File: config.mk
export PLATFORM = sky130hd
export DESIGN_NAME = router_inject_arbiter
export DESIGN_NICKNAME = d
export VERILOG_FILES = /design/src/rtl/router_inject_arbiter.sv
export SDC_FILE = /design/constraint.sdc
export NUM_CORES = 1
export LEC_CHECK = 0
export ABC_CLOCK_PERIOD_IN_PS = 5150
export CAP_MARGIN = 20
export CORE_AREA = 2 2 136 138
export DETAILED_ROUTE_END_ITERATION = 8
export DIE_AREA = 0 0 138 140
export PLACE_DENSITY = 0.73
export SYNTH_ARGS = -nofsm -noshare
export SYNTH_HDL_FRONTEND = slang
export SYNTH_SLANG_ARGS = --single-unit
File: constraint.sdc
create_clock -name clk -period 5.15 [get_ports clk]
set_clock_uncertainty 0.1 [all_clocks]
set_input_delay 1.03 -clock clk [delete_from_list [all_inputs] [get_ports clk]]
set_output_delay 1.03 -clock clk [all_outputs]
set_load 0.05 [all_outputs]
File: src/rtl/router_inject_arbiter.sv
// Packet-level round-robin arbiter sharing one router injection port, with per-VC credit tracking.
// Optional INJ_FLIT_COUNT_EN adds a saturating 16-bit transfer counter output (flit_count).
module router_inject_arbiter #(
  parameter int NUM_REQ   = 4,
  parameter int FLIT_W    = 68,
  parameter int BUF_DEPTH = 4
) (
  input  logic                            clk,
  input  logic                            reset,
  input  logic [NUM_REQ-1:0]              req_valid,
  input  logic [NUM_REQ*(FLIT_W-1)-1:0]   req_flit,
  output logic [NUM_REQ-1:0]              req_ready,
  output logic [FLIT_W-1:0]               chan_out,
  input  logic [1:0]                      flow_ctrl_in,
  output logic                            error
`ifdef INJ_FLIT_COUNT_EN
  ,
  output logic [15:0]                     flit_count
`endif
);

  localparam int IDX_W = (NUM_REQ > 1) ? $clog2(NUM_REQ) : 1;
  localparam int SLICE_W = FLIT_W - 1;
  localparam logic [3:0] CRED_MAX = 4'(BUF_DEPTH);

  typedef enum logic {IDLE, LOCKED} state_t;

  state_t             state_reg;
  logic [IDX_W-1:0]   rr_ptr_reg;
  logic [IDX_W-1:0]   owner_reg;
  logic [3:0]         credit_reg [2];
  logic [FLIT_W-1:0]  chan_reg;
  logic               error_reg;

  logic [SLICE_W-1:0] slice [NUM_REQ];
  logic [NUM_REQ-1:0] req_vc;
  logic [NUM_REQ-1:0] req_head;
  logic [NUM_REQ-1:0] eligible;

  // Field {vc, head, tail, payload} unpacking per requester
  for (genvar gi = 0; gi < NUM_REQ; gi++) begin : g_req
    assign slice[gi]    = req_flit[gi*SLICE_W +: SLICE_W];
    assign req_vc[gi]   = slice[gi][SLICE_W-1];
    assign req_head[gi] = slice[gi][SLICE_W-2];
    assign eligible[gi] = req_valid[gi] && req_head[gi] && (credit_reg[req_vc[gi]] != 4'd0);
  end

  function automatic logic [IDX_W-1:0] ptr_inc(input logic [IDX_W-1:0] p);
    return (p == IDX_W'(NUM_REQ - 1)) ? '0 : p + 1'b1;
  endfunction

  logic             win_found;
  logic [IDX_W-1:0] win_idx;
  int               scan_idx;

  always_comb begin
    win_found = 1'b0;
    win_idx   = '0;
    scan_idx  = 0;
    for (int k = 0; k < NUM_REQ; k++) begin
      scan_idx = int'(rr_ptr_reg) + k;
      if (scan_idx >= NUM_REQ) scan_idx = scan_idx - NUM_REQ;
      if (!win_found && eligible[IDX_W'(scan_idx)]) begin
        win_found = 1'b1;
        win_idx   = IDX_W'(scan_idx);
      end
    end
  end

  logic               xfer;
  logic [IDX_W-1:0]   sel_idx;
  logic [SLICE_W-1:0] sel_flit;
  logic               sel_vc;
  logic               sel_head;
  logic               sel_tail;

  always_comb begin
    req_ready = '0;
    xfer      = 1'b0;
    sel_idx   = owner_reg;
    case (state_reg)
      IDLE: begin
        sel_idx = win_idx;
        if (win_found) begin
          req_ready[win_idx] = 1'b1;
          xfer               = 1'b1;
        end
      end
      LOCKED: begin
        if (req_valid[owner_reg] && (credit_reg[req_vc[owner_reg]] != 4'd0)) begin
          req_ready[owner_reg] = 1'b1;
          xfer                 = 1'b1;
        end
      end
      default: ;
    endcase
  end

  assign sel_flit = slice[sel_idx];
  assign sel_vc   = sel_flit[SLICE_W-1];
  assign sel_head = sel_flit[SLICE_W-2];
  assign sel_tail = sel_flit[SLICE_W-3];

  logic [3:0] credit_next [2];
  logic [1:0] cred_ovf;
  logic       cred_dec;
  logic       cred_inc;

  // Simultaneous consume and return on one VC cancel out
  always_comb begin
    cred_ovf = '0;
    cred_dec = 1'b0;
    cred_inc = 1'b0;
    for (int v = 0; v < 2; v++) begin
      cred_dec       = xfer && (sel_vc == 1'(v));
      cred_inc       = flow_ctrl_in[1] && (flow_ctrl_in[0] == 1'(v));
      credit_next[v] = credit_reg[v];
      if (cred_dec && !cred_inc) begin
        credit_next[v] = credit_reg[v] - 4'd1;
      end else if (cred_inc && !cred_dec) begin
        if (credit_reg[v] == CRED_MAX) cred_ovf[v] = 1'b1;
        else credit_next[v] = credit_reg[v] + 4'd1;
      end
    end
  end

`ifdef INJ_FLIT_COUNT_EN
  logic [15:0] flit_count_reg;
  assign flit_count = flit_count_reg;
`endif

  always_ff @(posedge clk) begin
    if (reset) begin
      state_reg     <= IDLE;
      rr_ptr_reg    <= '0;
      owner_reg     <= '0;
      credit_reg[0] <= CRED_MAX;
      credit_reg[1] <= CRED_MAX;
      chan_reg      <= '0;
      error_reg     <= 1'b0;
`ifdef INJ_FLIT_COUNT_EN
      flit_count_reg <= '0;
`endif
    end else begin
      chan_reg      <= xfer ? {1'b1, sel_flit} : '0;
      credit_reg[0] <= credit_next[0];
      credit_reg[1] <= credit_next[1];
      // A head flit from the current owner is a protocol error but still forwarded
      error_reg <= error_reg || (|cred_ovf) || ((state_reg == LOCKED) && xfer && sel_head);
`ifdef INJ_FLIT_COUNT_EN
      if (xfer && (flit_count_reg != 16'hFFFF)) flit_count_reg <= flit_count_reg + 16'd1;
`endif
      case (state_reg)
        IDLE: begin
          if (xfer) begin
            if (sel_tail) begin
              rr_ptr_reg <= ptr_inc(win_idx);
            end else begin
              owner_reg <= win_idx;
              state_reg <= LOCKED;
            end
          end
        end
        LOCKED: begin
          if (xfer && sel_tail) begin
            rr_ptr_reg <= ptr_inc(owner_reg);
            state_reg  <= IDLE;
          end
        end
        default: state_reg <= IDLE;
      endcase
    end
  end

  assign chan_out = chan_reg;
  assign error    = error_reg;

endmodule
=== Yosys cells after proc, flatten, opt, wreduce, memory -nomap -nowiden ===
Memory sizes are Yosys's and may differ from the RTL's.
Index checks and enable logic that the tools add are counted.

* Register bits after elaboration: 74
* Memory bits (writable): 8
* Input bits: 276
* Output and inout port bits: 73
* Logic and storage cells: 161
* Memories kept: 1

{| class="wikitable"
|+ Memory list
! memory !! depth !! width !! read ports !! clocked after memory_dff !! write ports !! RTL line !! source
|-
| credit_reg || 2 || 4 || 7 || 0 || 2 || 31 || <nowiki>logic [3:0] credit_reg [2];</nowiki>
|}

* Add/sub/neg operators: 13
* Magnitude comparators: 13
* Equal/unequal tests: 7
* Mux-type cells: 70
* Bitwise operators: 8
* Reduce and logical (&&, ||, !) cells: 43

{| class="wikitable"
|+ Operators by type and width
! operator !! count
|-
| binary-select mux 67 bit (select 2 bit) || 1
|-
| two-way mux 67 bit || 2
|-
| two-way mux 68 bit || 1
|-
| two-way mux 4 bit || 10
|-
| two-way mux 1 bit || 30
|-
| two-way mux 2 bit || 14
|-
| logical AND 1 bit || 25
|-
| nonzero test 4 bit || 5
|-
| less-than comparator 2 x 4 -> 1 bit (second input constant) || 4
|-
| binary-select mux 1 bit (select 2 bit) || 6
|-
| greater-or-equal comparator 3 bit (second input constant) || 4
|-
| adder 4 x 1 -> 4 bit (second input constant) || 2
|-
| == test 4 x 3 -> 1 bit (second input constant) || 2
|-
| case mux 4 bit (2 select lines) || 1
|-
| subtractor 2 x 1 -> 2 bit (second input constant) || 4
|-
| subtractor 4 x 1 -> 4 bit (second input constant) || 2
|-
| logical NOT 1 bit || 7
|-
| adder 2 x 2 -> 3 bit (second input constant) || 2
|-
| less-than comparator 2 x 3 -> 1 bit (second input constant) || 2
|-
| AND reduction 3 bit || 2
|-
| NOT 1 bit || 5
|-
| adder 2 x 1 -> 2 bit (second input constant) || 2
|-
| demux 1 bit (select 2 bit) || 2
|-
| == test 2 bit (second input constant) || 2
|-
| 11 further kinds || 17
|}

=== Depth between registers and ports, before layout ===
An unclocked memory read counts as a cell.

* Word-level depth: 30
* Gate-level depth with buffers: 18
* Depth with buffers taken out: 16

=== Worst setup path before layout ===
OpenSTA, ideal clock, no wires.

* Path type: input to register
* From: input port req_flit[200]
* To: memory credit_reg[0][2]
* Setup time: 0.117 ns
* Arrival: 3.954 ns
* Required time: 4.933 ns
* Path slack: 0.979 ns
* Stages: 17
* Buffers on the path: 2
* Path through: nand3b_1 > o22ai_2 > a211oi_4 > o211ai_2 > o21a_1 > buf_6 > buf_6 > mux2_2 > nor2b_1 > ha_1 > xor2_1 > ha_1 > a21oi_1 > xnor2_1 > nand2_1 > xor2_1 > nand2b_1

{| class="wikitable"
|+ RTL lines
! element !! RTL line !! source
|-
| from (decl) || 11 || <nowiki>input logic [NUM_REQ*(FLIT_W-1)-1:0] req_flit,</nowiki>
|-
| to (decl) || 31 ||
|}

=== Final worst setup path ===
* From: input port req_flit[133]
* To: output port req_ready[2]

* Word-level cells in the longest chain between the ends: 22
* Elaborated cells on any way between the ends: 41

{| class="wikitable"
|+ RTL lines
! element !! RTL line !! source
|-
| memory (2 x 4 bit) * || n/a ||
|-
| nonzero test 4 bit * || 45 || <nowiki>assign eligible[gi] = req_valid[gi] && req_head[gi] && (credit_reg[req_vc[gi]] != 4'd0);</nowiki>
|-
| logical AND 1 bit * || 45 ||
|-
| binary-select mux 1 bit (select 2 bit) || 63 || <nowiki>if (!win_found && eligible[IDX_W'(scan_idx)]) begin</nowiki>
|-
| two-way mux 1 bit (implied by the code) (2 in series) || 63 ||
|-
| two-way mux 1 bit || 63 ||
|-
| logical NOT 1 bit || 63 ||
|-
| logical AND 1 bit || 63 ||
|-
| [6 not listed] || n/a ||
|-
| two-way mux 2 bit * || 63 ||
|-
| net win_idx[1] || 53 || <nowiki>logic [IDX_W-1:0] win_idx;</nowiki>
|-
| less-than comparator 2 x 3 -> 1 bit (implied by the code) or greater-or-equal comparator 2 x 1 -> 1 bit (tied branches) || 85 || <nowiki>req_ready[win_idx] = 1'b1;</nowiki>
|-
| logical AND 1 bit (implied by the code) || 85 ||
|-
| two-way mux 1 bit (implied by the code) || 85 ||
|-
| demux 1 bit (select 2 bit) * || 85 ||
|-
| two-way mux 4 bit * || 84 || <nowiki>if (win_found) begin</nowiki>
|-
| case mux 4 bit (2 select lines) * || 81 || <nowiki>case (state_reg)</nowiki>
|-
| to (decl) || 12 || <nowiki>output logic [NUM_REQ-1:0] req_ready,</nowiki>
|}

Mark *: on every way through the listed nets, which the timed path passes. The rest lies on a longest branch. The select of a mux whose other input is x is not followed.

==> results.md <==
* CP max stage delay at 0.46 ns
* Area Overhead vs Synth at 79.91%
* TritonCTS sink count at 82
* Worst-margin pin slew at 0.7883 ns
* Worst path arrival time at 3.28 ns
* Worst R2R End: credit_reg[0][2]
* DIE AREA at 0.01932 mm2
* Max FFs per register at 68
* Number of global-route vias before repair at 4757
* GP Congestion at 0.8760
* CTS tree: yes
* Clk buf depth at 2
* Crit-path cells: clkdlybuf4s50_1 -> inv_1 -> mux2i_1 -> nand2_1 -> a31o_1 -> o211ai_1 -> inv_1 -> ha_1 -> a22o_1 -> buf_4
* # hold bufs at CTS at 0
* CORE AREA at 0.01778 mm2
* Pin count of the biggest net entering global routing at 66
* Top delay family on crit path: buffers and inverters
* DP Wirelength at 16640 um
* Post_cts resized at 0
* 1st-pass router iterations at 4
* Mapped cell area at 0.004965 mm2
* Vias at 4753
* Number of port buffers at 348
* DRC viols at 0
* Worst-path fanout max at 4
* First-pass GRT wire length at 29830 um
* Post-Route M1 WL at 8460 um
* WL final at 20370 um
* Initial DRC count at 202
* CP Launch Type: input pin
* Critical path class: input pin to primary output
* Top layer in use: met5
* Clk pin slew, worst setup/hold paths at 0.06 ns
* Starting Density at 0.2792
* Hold-critical path endpoint: error
* Finished Layout Cells at 991
* Number of buffers created by CTS at 9
* Dominant synthesized flop cell: dfxtp_1
* Most frequent cells in the layout: clkdlybuf4s50_1, dfxtp_1, and2_1, mux4_2, nand2_1
* Final period utilization at 0.8561
* HP Start: error
* Crit path capture type: primary output
* WL/cell at 20.56 um
* Reg2Reg Depth at 16
* Fin crit period at 4.409 ns
* Number of vias per cell at 4.796
* Final ANT Viol Nets at 0
* Max Slew Vio Count at 0
* Slowest cell on crit path: clkdlybuf4s50_1
* Peak supply drop at 0.3332 mV
* Final setup viols at 0
* Die height at 140 um
* # nets final at 1048
* WL met3 at 1442 um
* Initial antenna violation count at 3
* PD cells at 446.0 mW/mm2
* TNS Setup at 0 ns
* Relative slew slack at 0.4729
* P_int at 2272 uW
* Cells after synthesis at 419
* Cells after DPL at 974
* Asr flop ratio synth at 0
* Met2 WL at 10260 um
* Max-cap violations at 0
* Tot GR Track Use at 0.2044
* Htree depth at 3
* Switching part of the total power at 0.4297
* Combinational Power Share at 0.613
* Setup Buffers After CTS at 0
* RSZ-0062 raised after global routing: no
* Final count of hold timing violations at 0
* Clk_lat worst skew at 0.34 ns
* Hold path depth at 2
* Mean Syn Cell Area at 11.85 um2
* Proportion of layout cells with a drive suffix above 1 at 0.1393
* Status: finished, final reports clean
* IO Pins at 349
* Switch Pwr at 1712 uW
* Register area share after synthesis at 0.3306
* Yosys reg bits at 82
* Post-Syn Nets at 711
* Commonest non-fill, non-tap cell in the layout: clkdlybuf4s50_1
* GRT overflow at 0
* Yosys warnings at 0
* Clock power share at 0.154
* Worst flop-to-flop path startpoint: credit_reg[1][0]
* Part of the power in registers at 0.232
* Max frequency at 0.2268 GHz
* Worst path required time at 4.02 ns
* Pleak at 0.003332 uW
* Reg2Reg Setup Slack at 1.29 ns
* Clock root buffer: clkbuf_16
* Top cell by count, worst path: inv_1
* Post-synth EDFFs at 0
* Hold crit path type: flop to flop
* Horiz. Die Dim at 138 um
* Row count at 49
* Synth cell types at 52
* Buf+Inv Stages, Crit Path at 4
* Filler cells at 1603
kinds of logic (layout without fill, tap and decap cells):
kind of cell / count (synthesis) / in the layout / synth area share
simple gates: 139 / 139 / 0.1666
flops: 82 / 82 / 0.3306
mux: 74 / 74 / 0.3160
compound gates: 59 / 59 / 0.08846
buf+inv: 39 / 381 / 0.04032
fa+ha+maj: 16 / 16 / 0.04032
xor+xnor: 10 / 10 / 0.01764
other cells: 0 / 1 / 0
cells in the mapped netlist, types with 4 or more instances:
master	instances	share of area
o21ai_0	7	0.0071
xnor2_1	4	0.0071
a21oi_1	15	0.015
nand3_1	5	0.0050
nor3b_1	4	0.0060
dfxtp_1	82	0.33
buf_2	7	0.0071
clkbuf_1	14	0.011
mux2i_1	6	0.012
o21ai_1	6	0.0060
nor3_1	6	0.0060
nand2_1	20	0.015
nor2b_1	5	0.0063
ha_1	16	0.040
and2_1	70	0.088
mux4_2	65	0.29
buf_6	5	0.011
inv_1	11	0.0083
xor2_1	6	0.011
a22o_1	4	0.0071
nor2_1	13	0.0098
worst max-delay path by stage:
stage / to / cells past startpoint / slack (ns) / start
2_1_floorplan: credit_reg[0][2] / 17 / 0.98 / req_flit[200]
3_3_place_gp: credit_reg[0][2] / 15 / 0.56 / req_flit[267]
3_5_place_dp: credit_reg[0][2] / 15 / 0.52 / req_flit[267]
4_1_cts: req_ready[2] / 10 / 0.76 / req_flit[133]
5_1_grt: req_ready[2] / 10 / 0.61 / req_flit[66]
6_report: req_ready[2] / 10 / 0.74 / req_flit[133]
layout make-up:
type                    count  area, um2  area share
repair buffers            354       3543      0.3967
multi-input cells         298       3138      0.3513
flip-flops and latches     82       1642      0.1838
well taps                 229      286.5     0.03208
clock buffers               9      225.2     0.02521
clock inverters             7      53.80    0.006023
inverters                  11      41.29    0.004622
diodes                      1      2.502   0.0002802
worst min-delay path, delay by kind of cell (launching register included):
kind,cells,cell delay [ns]
AOI/OAI and AO/OA,2,0.16
DFF,1,0.34
per-stage QoR:
| stage | hold WS, ns | util | area (um2) | total power (uW) | setup slack, ns |
|---|---|---|---|---|---|
| floorplan | 0.3836 | - | 4965 | 2623 | 0.9787 |
| detailed placement | 0.4144 | 0.4866 | 8651 | 3405 | 0.5184 |
| finish | 0.4313 | 0.5024 | 8932 | 3984 | 0.7410 |
| global route | 0.4718 | 0.5023 | 8930 | 4209 | 0.6099 |
| global placement | 0.4385 | 0.4866 | 8651 | 3401 | 0.5624 |
| CTS | 0.4349 | 0.5023 | 8930 | 4039 | 0.7647 |
power by group through the flow:
stage	registers (uW)	clock network [uW]	logic, uW
floorplan	1460	0	1160
detailed placement	940	0	2470
CTS	926	640	2470
finish	925	615	2440
global route	945	671	2590
global placement	935	0	2470
metal layers:
metal,up-vias,GRT usage
li1,2253,-
met1,2307,0.2539
met2,174,0.3491
met3,17,0.06906
met4,2,0.03921
met5,-,0
Note: power is estimated with default switching activity, not from simulation.
